[config.mk]
export PLATFORM = sky130hd
export DESIGN_NAME = reg_dump_flat
export DESIGN_NICKNAME = d
export VERILOG_FILES = /design/src/rtl/reg_dump_pkg.sv /design/src/rtl/reg_dump_if.sv /design/src/rtl/reg_dump.sv /design/src/flat_wrapper.sv
export SDC_FILE = /design/constraint.sdc
export NUM_CORES = 1
export LEC_CHECK = 0
export ABC_AREA = 1
export ABC_CLOCK_PERIOD_IN_PS = 4300
export BUFFER_PORTS_ARGS = -buffer_cell sky130_fd_sc_hd__buf_2
export CAP_MARGIN = 20
export CORE_MARGIN = 2
export CORE_UTILIZATION = 50
export CTS_BUF_LIST = sky130_fd_sc_hd__clkbuf_4
export CTS_CLUSTER_DIAMETER = 60
export CTS_CLUSTER_SIZE = 25
export DETAILED_ROUTE_END_ITERATION = 8
export PLACE_DENSITY_LB_ADDON = 0.25
export SLEW_MARGIN = 20
export SYNTH_ARGS = -nofsm -noshare
export SYNTH_HDL_FRONTEND = slang
export SYNTH_SLANG_ARGS = --single-unit
[constraint.sdc]
create_clock -name clk -period 4.3 [get_ports clk]
set_input_delay 0.645 -clock clk [delete_from_list [all_inputs] [get_ports clk]]
set_output_delay 0.645 -clock clk [all_outputs]
set_load 0.03 [all_outputs]
[src/rtl/reg_dump_pkg.sv]
// Shared definitions for the register dump engine: default widths and FSM states.
package reg_dump_pkg;

    localparam int unsigned DefaultAw = 5;
    localparam int unsigned DefaultDw = 32;

    typedef enum logic [1:0] {
        StIdle,
        StRun,
        StDrain,
        StDone
    } state_t;

endpackage

[src/rtl/reg_dump_if.sv]
// Bundle of control, register-file read port and output stream of the dump engine.
interface reg_dump_if
    import reg_dump_pkg::*;
#(
    parameter int unsigned AW = DefaultAw,
    parameter int unsigned DW = DefaultDw
) ();

    logic          start;
    logic          abort;
    logic [AW-1:0] first;
    logic [AW-1:0] last;
    logic [AW-1:0] ra;
    logic [DW-1:0] rd;
    logic          out_valid;
    logic          out_ready;
    logic [DW-1:0] out_data;
    logic [AW-1:0] out_addr;
    logic          busy;
    logic          done;

    // Dump engine side.
    modport master (
        input  start, abort, first, last, rd, out_ready,
        output ra, out_valid, out_data, out_addr, busy, done
    );

    // Controller / register file / consumer side.
    modport slave (
        output start, abort, first, last, rd, out_ready,
        input  ra, out_valid, out_data, out_addr, busy, done
    );

endinterface

[src/rtl/reg_dump.sv]
// Walks a register file from first to last (wrapping), streaming each value out
// through a valid/ready register stage.
module reg_dump
    import reg_dump_pkg::*;
#(
    parameter int unsigned AW = DefaultAw,
    parameter int unsigned DW = DefaultDw
) (
    input logic        clk,
    input logic        rstd,
    reg_dump_if.master bus
);

    state_t        state_q, state_d;
    logic [AW-1:0] cnt_q, cnt_d;
    logic [AW-1:0] last_q, last_d;
    logic [DW-1:0] data_q, data_d;
    logic [AW-1:0] addr_q, addr_d;
    logic          valid_q, valid_d;

    // State, address counter, end register and output register.
    always_ff @(posedge clk or posedge rstd) begin
        if (rstd) begin
            state_q <= StIdle;
            cnt_q   <= '0;
            last_q  <= '0;
            data_q  <= '0;
            addr_q  <= '0;
            valid_q <= 1'b0;
        end else begin
            state_q <= state_d;
            cnt_q   <= cnt_d;
            last_q  <= last_d;
            data_q  <= data_d;
            addr_q  <= addr_d;
            valid_q <= valid_d;
        end
    end

    // Next-state and datapath; abort wins over capture and handshake.
    always_comb begin
        state_d = state_q;
        cnt_d   = cnt_q;
        last_d  = last_q;
        data_d  = data_q;
        addr_d  = addr_q;
        valid_d = valid_q;
        unique case (state_q)
            StIdle: begin
                if (bus.start) begin
                    cnt_d   = bus.first;
                    last_d  = bus.last;
                    state_d = StRun;
                end
            end
            StRun: begin
                if (bus.abort) begin
                    valid_d = 1'b0;
                    state_d = StIdle;
                end else if (!valid_q || bus.out_ready) begin
                    data_d  = bus.rd;
                    addr_d  = cnt_q;
                    valid_d = 1'b1;
                    cnt_d   = cnt_q + AW'(1);
                    // Capturing the end address finishes the walk; counter wraps mod 2^AW.
                    if (cnt_q == last_q) begin
                        state_d = StDrain;
                    end
                end
            end
            StDrain: begin
                if (bus.abort) begin
                    valid_d = 1'b0;
                    state_d = StIdle;
                end else if (valid_q && bus.out_ready) begin
                    valid_d = 1'b0;
                    state_d = StDone;
                end
            end
            StDone: begin
                state_d = StIdle;
            end
            default: begin
                state_d = StIdle;
            end
        endcase
    end

    assign bus.ra        = cnt_q;
    assign bus.out_valid = valid_q;
    assign bus.out_data  = data_q;
    assign bus.out_addr  = addr_q;
    assign bus.busy      = (state_q != StIdle);
    assign bus.done      = (state_q == StDone);

endmodule

[src/flat_wrapper.sv]
// flat-port wrapper written by rule: the top's interface ports become plain ports
module reg_dump_flat import reg_dump_pkg::*;
#(
    parameter int unsigned AW = DefaultAw,
    parameter int unsigned DW = DefaultDw
)
  (clk, rstd, bus_start, bus_abort, bus_first, bus_last, bus_rd, bus_out_ready, bus_ra, bus_out_valid, bus_out_data, bus_out_addr, bus_busy, bus_done);
  reg_dump_if #(.AW(AW), .DW(DW)) bus_i ();
  input logic clk;
  input logic rstd;
  input wire logic [$bits(bus_i.start)-1:0] bus_start;
  input wire logic [$bits(bus_i.abort)-1:0] bus_abort;
  input wire logic [$bits(bus_i.first)-1:0] bus_first;
  input wire logic [$bits(bus_i.last)-1:0] bus_last;
  input wire logic [$bits(bus_i.rd)-1:0] bus_rd;
  input wire logic [$bits(bus_i.out_ready)-1:0] bus_out_ready;
  output wire logic [$bits(bus_i.ra)-1:0] bus_ra;
  output wire logic [$bits(bus_i.out_valid)-1:0] bus_out_valid;
  output wire logic [$bits(bus_i.out_data)-1:0] bus_out_data;
  output wire logic [$bits(bus_i.out_addr)-1:0] bus_out_addr;
  output wire logic [$bits(bus_i.busy)-1:0] bus_busy;
  output wire logic [$bits(bus_i.done)-1:0] bus_done;
  assign bus_i.start = bus_start;
  assign bus_i.abort = bus_abort;
  assign bus_i.first = bus_first;
  assign bus_i.last = bus_last;
  assign bus_i.rd = bus_rd;
  assign bus_i.out_ready = bus_out_ready;
  assign bus_ra = bus_i.ra;
  assign bus_out_valid = bus_i.out_valid;
  assign bus_out_data = bus_i.out_data;
  assign bus_out_addr = bus_i.out_addr;
  assign bus_busy = bus_i.busy;
  assign bus_done = bus_i.done;
  reg_dump #(.AW(AW), .DW(DW)) u_core (.clk(clk), .rstd(rstd), .bus(bus_i));
endmodule
==> summary.log, run 1 <==
[outcome] outcome completed
[worst_hold_path] Worst Hold Class in2async
[die] I/O pin total 92
[pwr] internal power component 0.00117 W
[die] starting density of the core 51.3%
[sta] Max Slew Vio Count 0
[synthesis] FFs w/ async S/R, synth 100%
[clock_tree] sink count of the clock tree 50
[sta] number of hold violations in the final report 0
[final_layout] commonest non-fill, non-tap cells in the layout sky130_fd_sc_hd__nand2_1 (134), sky130_fd_sc_hd__buf_2 (91), sky130_fd_sc_hd__dfrtp_1 (50)
[routing] vias after detailed routing 1957
[routing] DR pass1 iterations 4
[synthesis] ys flop type sky130_fd_sc_hd__dfrtp_1
[synthesis] Synth Instances 262
[pwr] fraction of power consumed by combinational cells 51.7%
[sta] worst setup slack after layout 1.81 ns
[sta] setup violation total in the final timing report 0
[synthesis] post-synth cell types 25
[clock_tree] CTS tree done
[clock_tree] post-cts hold buffer count 0
[routing] DRC violations left 0
[placement] number of buffers added on ports 91
[sta] achievable frequency 0.401 GHz
[final_layout] leading cell type in the layout, fill and taps excluded sky130_fd_sc_hd__nand2_1
[global_route] overflow left after global routing 0
[pwr] relative contribution of the clock network to total power 11.9%
[global_route] pin count of the biggest net entering global routing 51
[die] die outline height 70.4 um
[synthesis] Netlist Area Pre-Place 2200 um^2
[sta] setup repair after global routing missed its margin false
[placement] placer congestion estimate 0.880
[sta] Slew HR 38.1%
[pwr] switch share 49.1%
[die] number of rows in the core area 24
[global_route] via count of the first global-routing pass 1962
[placement] half-perimeter wire length after detailed placement 3.55 mm
[synthesis] sequential share of the synthesized area 56.8%
[clock_tree] CTS-repair resized insts 0
[final_layout] count of filler cells inserted in the layout 407
[global_route] global router's overall resource usage 21.3%
[critical_path] startpoint type of the worst setup path register
[critical_path] data arrival time at the worst-slack endpoint 2.80 ns
[critical_path] Worst Path Required 4.61 ns
[global_route] wire length of the first global-routing pass 8.47 mm
[clock_tree] number of CTS-inserted buffers 5
[final_layout] net count reported at finish 404
[sta] Worst Hold Slack 0.412 ns
[routing] average vias per placed instance 4.83
[pwr] leakage dissipation 1.62 nW
[critical_path] Worst setup EP type register
[final_layout] relative area change from synthesis to final layout 25.6%
[die] area of the die 4950 um^2
[clock_tree] clock transition at the registers of the reported paths 0.14 ns
[pwr] Net Switching 0.00113 W
[critical_path] class of the most critical setup path reg2reg
[placement] post-place setup slack 1.83 ns
[clock_tree] Setup Fix Bufs, Post-CTS 0
[clock_tree] clock buffer depth 2
[routing] Routed Wire Length 4.97 mm
[run] max-cap viol count 0
[sta] post-layout minimum cycle time 2.49 ns
[sta] worst-case clock skew 0.0108 ns
[pwr] peak supply drop 324 uV
[critical_path] worst-path fanout max 44
[synthesis] Post-synth EDFFs 0
[pwr] PD cells 834 nW/um^2
[final_layout] Diodes inserted 0
[global_route] antenna violations before repair 0
[routing] Routed Antenna Nets 0
[routing] DR WL/cell 12.3 um
[synthesis] post-synthesis register bit count 50
[clock_tree] number of H-tree levels 2
[sta] Worst Max-Slew Pin Slew 0.927 ns
[sta] Final TNS setup 0 ns
[final_layout] fraction of final layout cells sized beyond drive strength 1 29.7%
[clock_tree] clock network latency to the later pin of the worst-skew pair 0.37 ns
[synthesis] YS warnings 0
[routing] violation count after the first detailed-route iteration 164
[clock_tree] clock tree root driver cell sky130_fd_sc_hd__clkbuf_4
[sta] fraction of the cycle the final worst path needs 58.0%
[die] overall die width 70.4 um
[pwr] relative contribution of sequential cells to total power 36.4%
[synthesis] synthesized net count 314
[synthesis] average size of a mapped cell 8.41 um^2
[die] total core area 4290 um^2
## worst paths after layout
kind	slack (ns)	cells after the start	from	endpoint
min	0.41	2	rstd	u_core.bus.out_addr[2]$_DFFE_PP0P_
min reg2reg	0.49	2	u_core.bus.out_data[17]$_DFFE_PP0P_	u_core.bus.out_data[17]$_DFFE_PP0P_
max in group asynchronous	3.39	2	rstd	u_core.bus.ra[3]$_DFFE_PP0P_
min in group clk	0.46	3	bus_rd[0]	u_core.bus.out_data[0]$_DFFE_PP0P_
max reg2reg	1.81	8	u_core.state_q[1]$_DFFE_PP0P_	u_core.bus.out_data[9]$_DFFE_PP0P_
max	1.81	8	u_core.state_q[1]$_DFFE_PP0P_	u_core.bus.out_data[9]$_DFFE_PP0P_
## metrics by stage
step / utilization, % / area [um^2] / instances / total power, W
floorplan: - / 2200 / 262 / 0.00171
global placement: 62.5 / 2680 / 397 / 0.00201
detailed placement: 62.5 / 2680 / 397 / 0.00205
CTS: 64.4 / 2770 / 405 / 0.00232
global route: 64.4 / 2770 / 405 / 0.00249
finish: 64.4 / 2770 / 405 / 0.00231
## layer usage
layer | up-vias | part of all wire, % | track usage, %
li1 | 990 | - | -
met1 | 896 | 44 | 26.1
met2 | 67 | 49 | 37.5
met4 | 0 | 0.60 | 7.69
met3 | 4 | 6.8 | 3.75
met5 | - | 0 | 0
## cell families (layout without fill, tap and decap cells)
family                     after synthesis  count (layout)  synth area share [%]
xor gates and xnor gates                 2               2                 0.795
AOI/OAI and AO/OA                       23              23                  6.25
adders and majority gates                5               5                  2.84
DFF                                     50              50                  56.8
and+or+nand+nor                        155             155                  27.8
muxes                                    1               1                 0.511
buffers and inverters                   26             117                  5.05
## worst max-delay path, stage by stage (launching register included)
cell,delay (ns)
sky130_fd_sc_hd__dfrtp_1,0.44
sky130_fd_sc_hd__inv_1,0.10
sky130_fd_sc_hd__ha_1,0.36
sky130_fd_sc_hd__inv_4,0.09
sky130_fd_sc_hd__nor2_4,0.12
sky130_fd_sc_hd__nand2_4,0.26
sky130_fd_sc_hd__inv_1,0.78
sky130_fd_sc_hd__nand2_1,0.14
sky130_fd_sc_hd__nand2_1,0.12
## layout make-up
cell class                 count  area [um^2]  area share [%]
multi-input combinational    186          841            30.4
sequential                    50         1250            45.2
clock inverter                 2         37.5            1.36
clock buffer                   6         45.0            1.63
tap                           52         65.1            2.35
inverter                      18         71.3            2.58
timing repair buffer          91          455            16.5
## power groups by stage
stage / Clock [W] / Combinational [W] / Sequential, W
2_1_floorplan: 0 / 0.000503 / 0.00121
5_1_grt: 0.000300 / 0.00132 / 0.000867
4_1_cts: 0.000283 / 0.00120 / 0.000834
3_5_place_dp: 0 / 0.00120 / 0.000843
3_3_place_gp: 0 / 0.00118 / 0.000837
6_report: 0.000275 / 0.00119 / 0.000838
## cells in the mapped netlist, types with 2 or more instances
cell type	count	area, um^2
sky130_fd_sc_hd__nand2_1	134	503
sky130_fd_sc_hd__dfrtp_1	50	1250
sky130_fd_sc_hd__inv_1	17	63.8
sky130_fd_sc_hd__o21ai_0	11	55.1
sky130_fd_sc_hd__nor2_1	10	37.5
sky130_fd_sc_hd__nand3_1	7	35.0
sky130_fd_sc_hd__a21oi_1	5	25.0
sky130_fd_sc_hd__ha_1	5	62.6
sky130_fd_sc_hd__clkbuf_1	4	15.0
sky130_fd_sc_hd__buf_2	3	15.0
sky130_fd_sc_hd__o211ai_1	2	15.0
## flip-flops by register name (all words and copies together) (netlist names)
signal                count
u_core.bus.ra             5
u_core.bus.out_data      32
u_core.last_q             5
u_core.state_q            2
u_core.bus.out_addr       5
u_core.bus.out_valid      1
Note: power is estimated with default switching activity, not from simulation.
==> run 2, diff against run 1 <==
--- a/config.mk
+++ b/config.mk
@@ -6,11 +6,11 @@
 export NUM_CORES = 1
 export LEC_CHECK = 0
 export ABC_AREA = 1
-export ABC_CLOCK_PERIOD_IN_PS = 4300
+export ABC_CLOCK_PERIOD_IN_PS = 2500
 export BUFFER_PORTS_ARGS = -buffer_cell sky130_fd_sc_hd__buf_2
 export CAP_MARGIN = 20
 export CORE_MARGIN = 2
-export CORE_UTILIZATION = 50
+export CORE_UTILIZATION = 49
 export CTS_BUF_LIST = sky130_fd_sc_hd__clkbuf_4
 export CTS_CLUSTER_DIAMETER = 60
 export CTS_CLUSTER_SIZE = 25
==> constraint.sdc (replaced) <==
create_clock -name clk -period 2.5 [get_ports clk]
set_input_delay 0.375 -clock clk [delete_from_list [all_inputs] [get_ports clk]]
set_output_delay 0.375 -clock clk [all_outputs]
set_load 0.03 [all_outputs]
==> run 2 against run 1 <==
Power is 72% higher. Fmax grew 24%. Sequential cell count unchanged. Sequential power grew 71%. Critical path depth stayed put. Combinational power increased by 73%. Hold slack worse by 0.39 ns. Largest cell class unchanged.
==> summary.log, run 2 (synthesis results as in run 1) <==
[pwr] peak supply drop 548 uV
[clock_tree] clock tree root driver cell sky130_fd_sc_hd__clkbuf_4
[routing] violation count after the first detailed-route iteration 129
[worst_hold_path] Worst Hold Class in2async
[sta] fraction of the cycle the final worst path needs 80.7%
[die] area of the die 5050 um^2
[pwr] leakage dissipation 1.64 nW
[sta] setup repair after global routing missed its margin false
[critical_path] maximum single-stage delay on the critical path 0.44 ns
[clock_tree] number of H-tree levels 2
[routing] DR WL/cell 11.6 um
[critical_path] dominant delay contributor by cell family on the critical path compound AO/OA/AOI/OAI gates
[die] die outline height 71.1 um
[placement] half-perimeter wire length after detailed placement 3.63 mm
[global_route] overflow left after global routing 0
[clock_tree] Setup Fix Bufs, Post-CTS 0
[sta] achievable frequency 0.496 GHz
[routing] DR pass1 iterations 4
[critical_path] class of the most critical setup path reg2reg
[global_route] global router's overall resource usage 20.4%
[routing] average vias per placed instance 4.75
[critical_path] Bufs and invs on worst path 2
[routing] Routed Wire Length 4.76 mm
[critical_path] Worst setup EP type register
[final_layout] fraction of final layout cells sized beyond drive strength 1 30.5%
[final_layout] commonest non-fill, non-tap cells in the layout sky130_fd_sc_hd__nand2_1 (134), sky130_fd_sc_hd__buf_2 (91), sky130_fd_sc_hd__dfrtp_1 (50)
[die] I/O pin total 92
[global_route] wire length of the first global-routing pass 8.19 mm
[clock_tree] CTS tree done
[critical_path] data arrival time at the worst-slack endpoint 2.30 ns
[die] number of rows in the core area 24
[global_route] pin count of the biggest net entering global routing 45
[die] starting density of the core 50.6%
[clock_tree] CTS-repair resized insts 0
[die] overall die width 71.1 um
[clock_tree] sink count of the clock tree 50
[sta] worst setup slack after layout 0.482 ns
[final_layout] Largest register FFs 32
[clock_tree] number of CTS-inserted buffers 5
[sta] setup violation total in the final timing report 0
[routing] Routed Antenna Nets 0
[clock_tree] post-cts hold buffer count 0
[final_layout] net count reported at finish 408
[pwr] PD cells 1420 nW/um^2
[sta] Max Slew Vio Count 0
[clock_tree] clock network latency to the later pin of the worst-skew pair 0.36 ns
[routing] vias after detailed routing 1943
[global_route] via count of the first global-routing pass 1853
[sta] Final TNS setup 0 ns
[outcome] outcome completed
[clock_tree] clock buffer depth 2
[sta] worst-case clock skew 0.0101 ns
[sta] Worst Max-Slew Pin Slew 0.521 ns
[final_layout] leading cell type in the layout, fill and taps excluded sky130_fd_sc_hd__nand2_1
[critical_path] Worst Path Required 2.78 ns
[critical_path] startpoint type of the worst setup path register
[run] max-cap viol count 0
[placement] post-place setup slack 0.476 ns
[clock_tree] clock transition at the registers of the reported paths 0.14 ns
[sta] Slew HR 65.2%
[critical_path] crit path max-delay cell type sky130_fd_sc_hd__dfrtp_1
[final_layout] Diodes inserted 0
[sta] post-layout minimum cycle time 2.02 ns
[sta] number of hold violations in the final report 0
[final_layout] relative area change from synthesis to final layout 26.9%
[critical_path] cell-by-cell trace of the critical path inv_1, ha_1, inv_4, nor2_4, nand2_4, a21oi_4, o21ai_1, a22oi_1
[placement] number of buffers added on ports 91
[placement] placer congestion estimate 0.815
[global_route] antenna violations before repair 0
[routing] DRC violations left 0
[critical_path] worst-path fanout max 44
[die] total core area 4350 um^2
run 2: cell types whose count changed in the layout (fill, tap and decap cells not counted), sizes merged:
cell and delta:
clkinv -1, buf +4, inv +1
run 2: final timing paths:
path	startpoint	end	slack, ns	cells past startpoint
max reg2reg	u_core.state_q[1]$_DFFE_PP0P_	u_core.bus.ra[2]$_DFFE_PP0P_	0.48	8
max	u_core.state_q[1]$_DFFE_PP0P_	u_core.bus.ra[2]$_DFFE_PP0P_	0.48	8
max in group asynchronous	rstd	u_core.bus.out_addr[2]$_DFFE_PP0P_	1.89	3
min in group clk	bus_rd[31]	u_core.bus.out_data[31]$_DFFE_PP0P_	0.19	3
min reg2reg	u_core.bus.out_data[31]$_DFFE_PP0P_	u_core.bus.out_data[31]$_DFFE_PP0P_	0.49	2
min	rstd	u_core.bus.out_data[31]$_DFFE_PP0P_	0.02	2
run 2: area by class of cell:
cell class              count  area, um^2
clock buffers               6        45.0
clock inverters             2        37.5
flip-flops and latches     50        1250
repair buffers             95         485
inverters                  18        70.1
well taps                  52        65.1
multi-input cells         186         841
fillers                   406        1560
run 2: stage by stage:
| stage | util [%] | instances | power, W | hold slack (ns) | area [um^2] |
|---|---|---|---|---|---|
| final | 64.2 | 409 | 0.00396 | 0.0191 | 2800 |
| after global routing | 64.2 | 409 | 0.00428 | 0.0466 | 2800 |
| after CTS | 64.2 | 409 | 0.00399 | 0.0317 | 2800 |
| after detailed placement | 62.3 | 401 | 0.00353 | 0.441 | 2710 |
| after global placement | 62.3 | 401 | 0.00347 | 0.436 | 2710 |
| after floorplan | - | 262 | 0.00294 | 0.470 | 2200 |
run 2: layer usage:
metal	routed length [um]	global-route usage [%]
met1	2100	26.8
met2	2250	32.9
met3	356	5.70
met4	52	6.71
met5	0	0
run 2: where the power goes:
group	leakage (nW)	internal (W)	switching (W)
registers	0.612	0.00119	0.000247
clock network	0.0419	0.000222	0.000244
logic	0.985	0.000621	0.00144
total	1.64	0.00203	0.00193
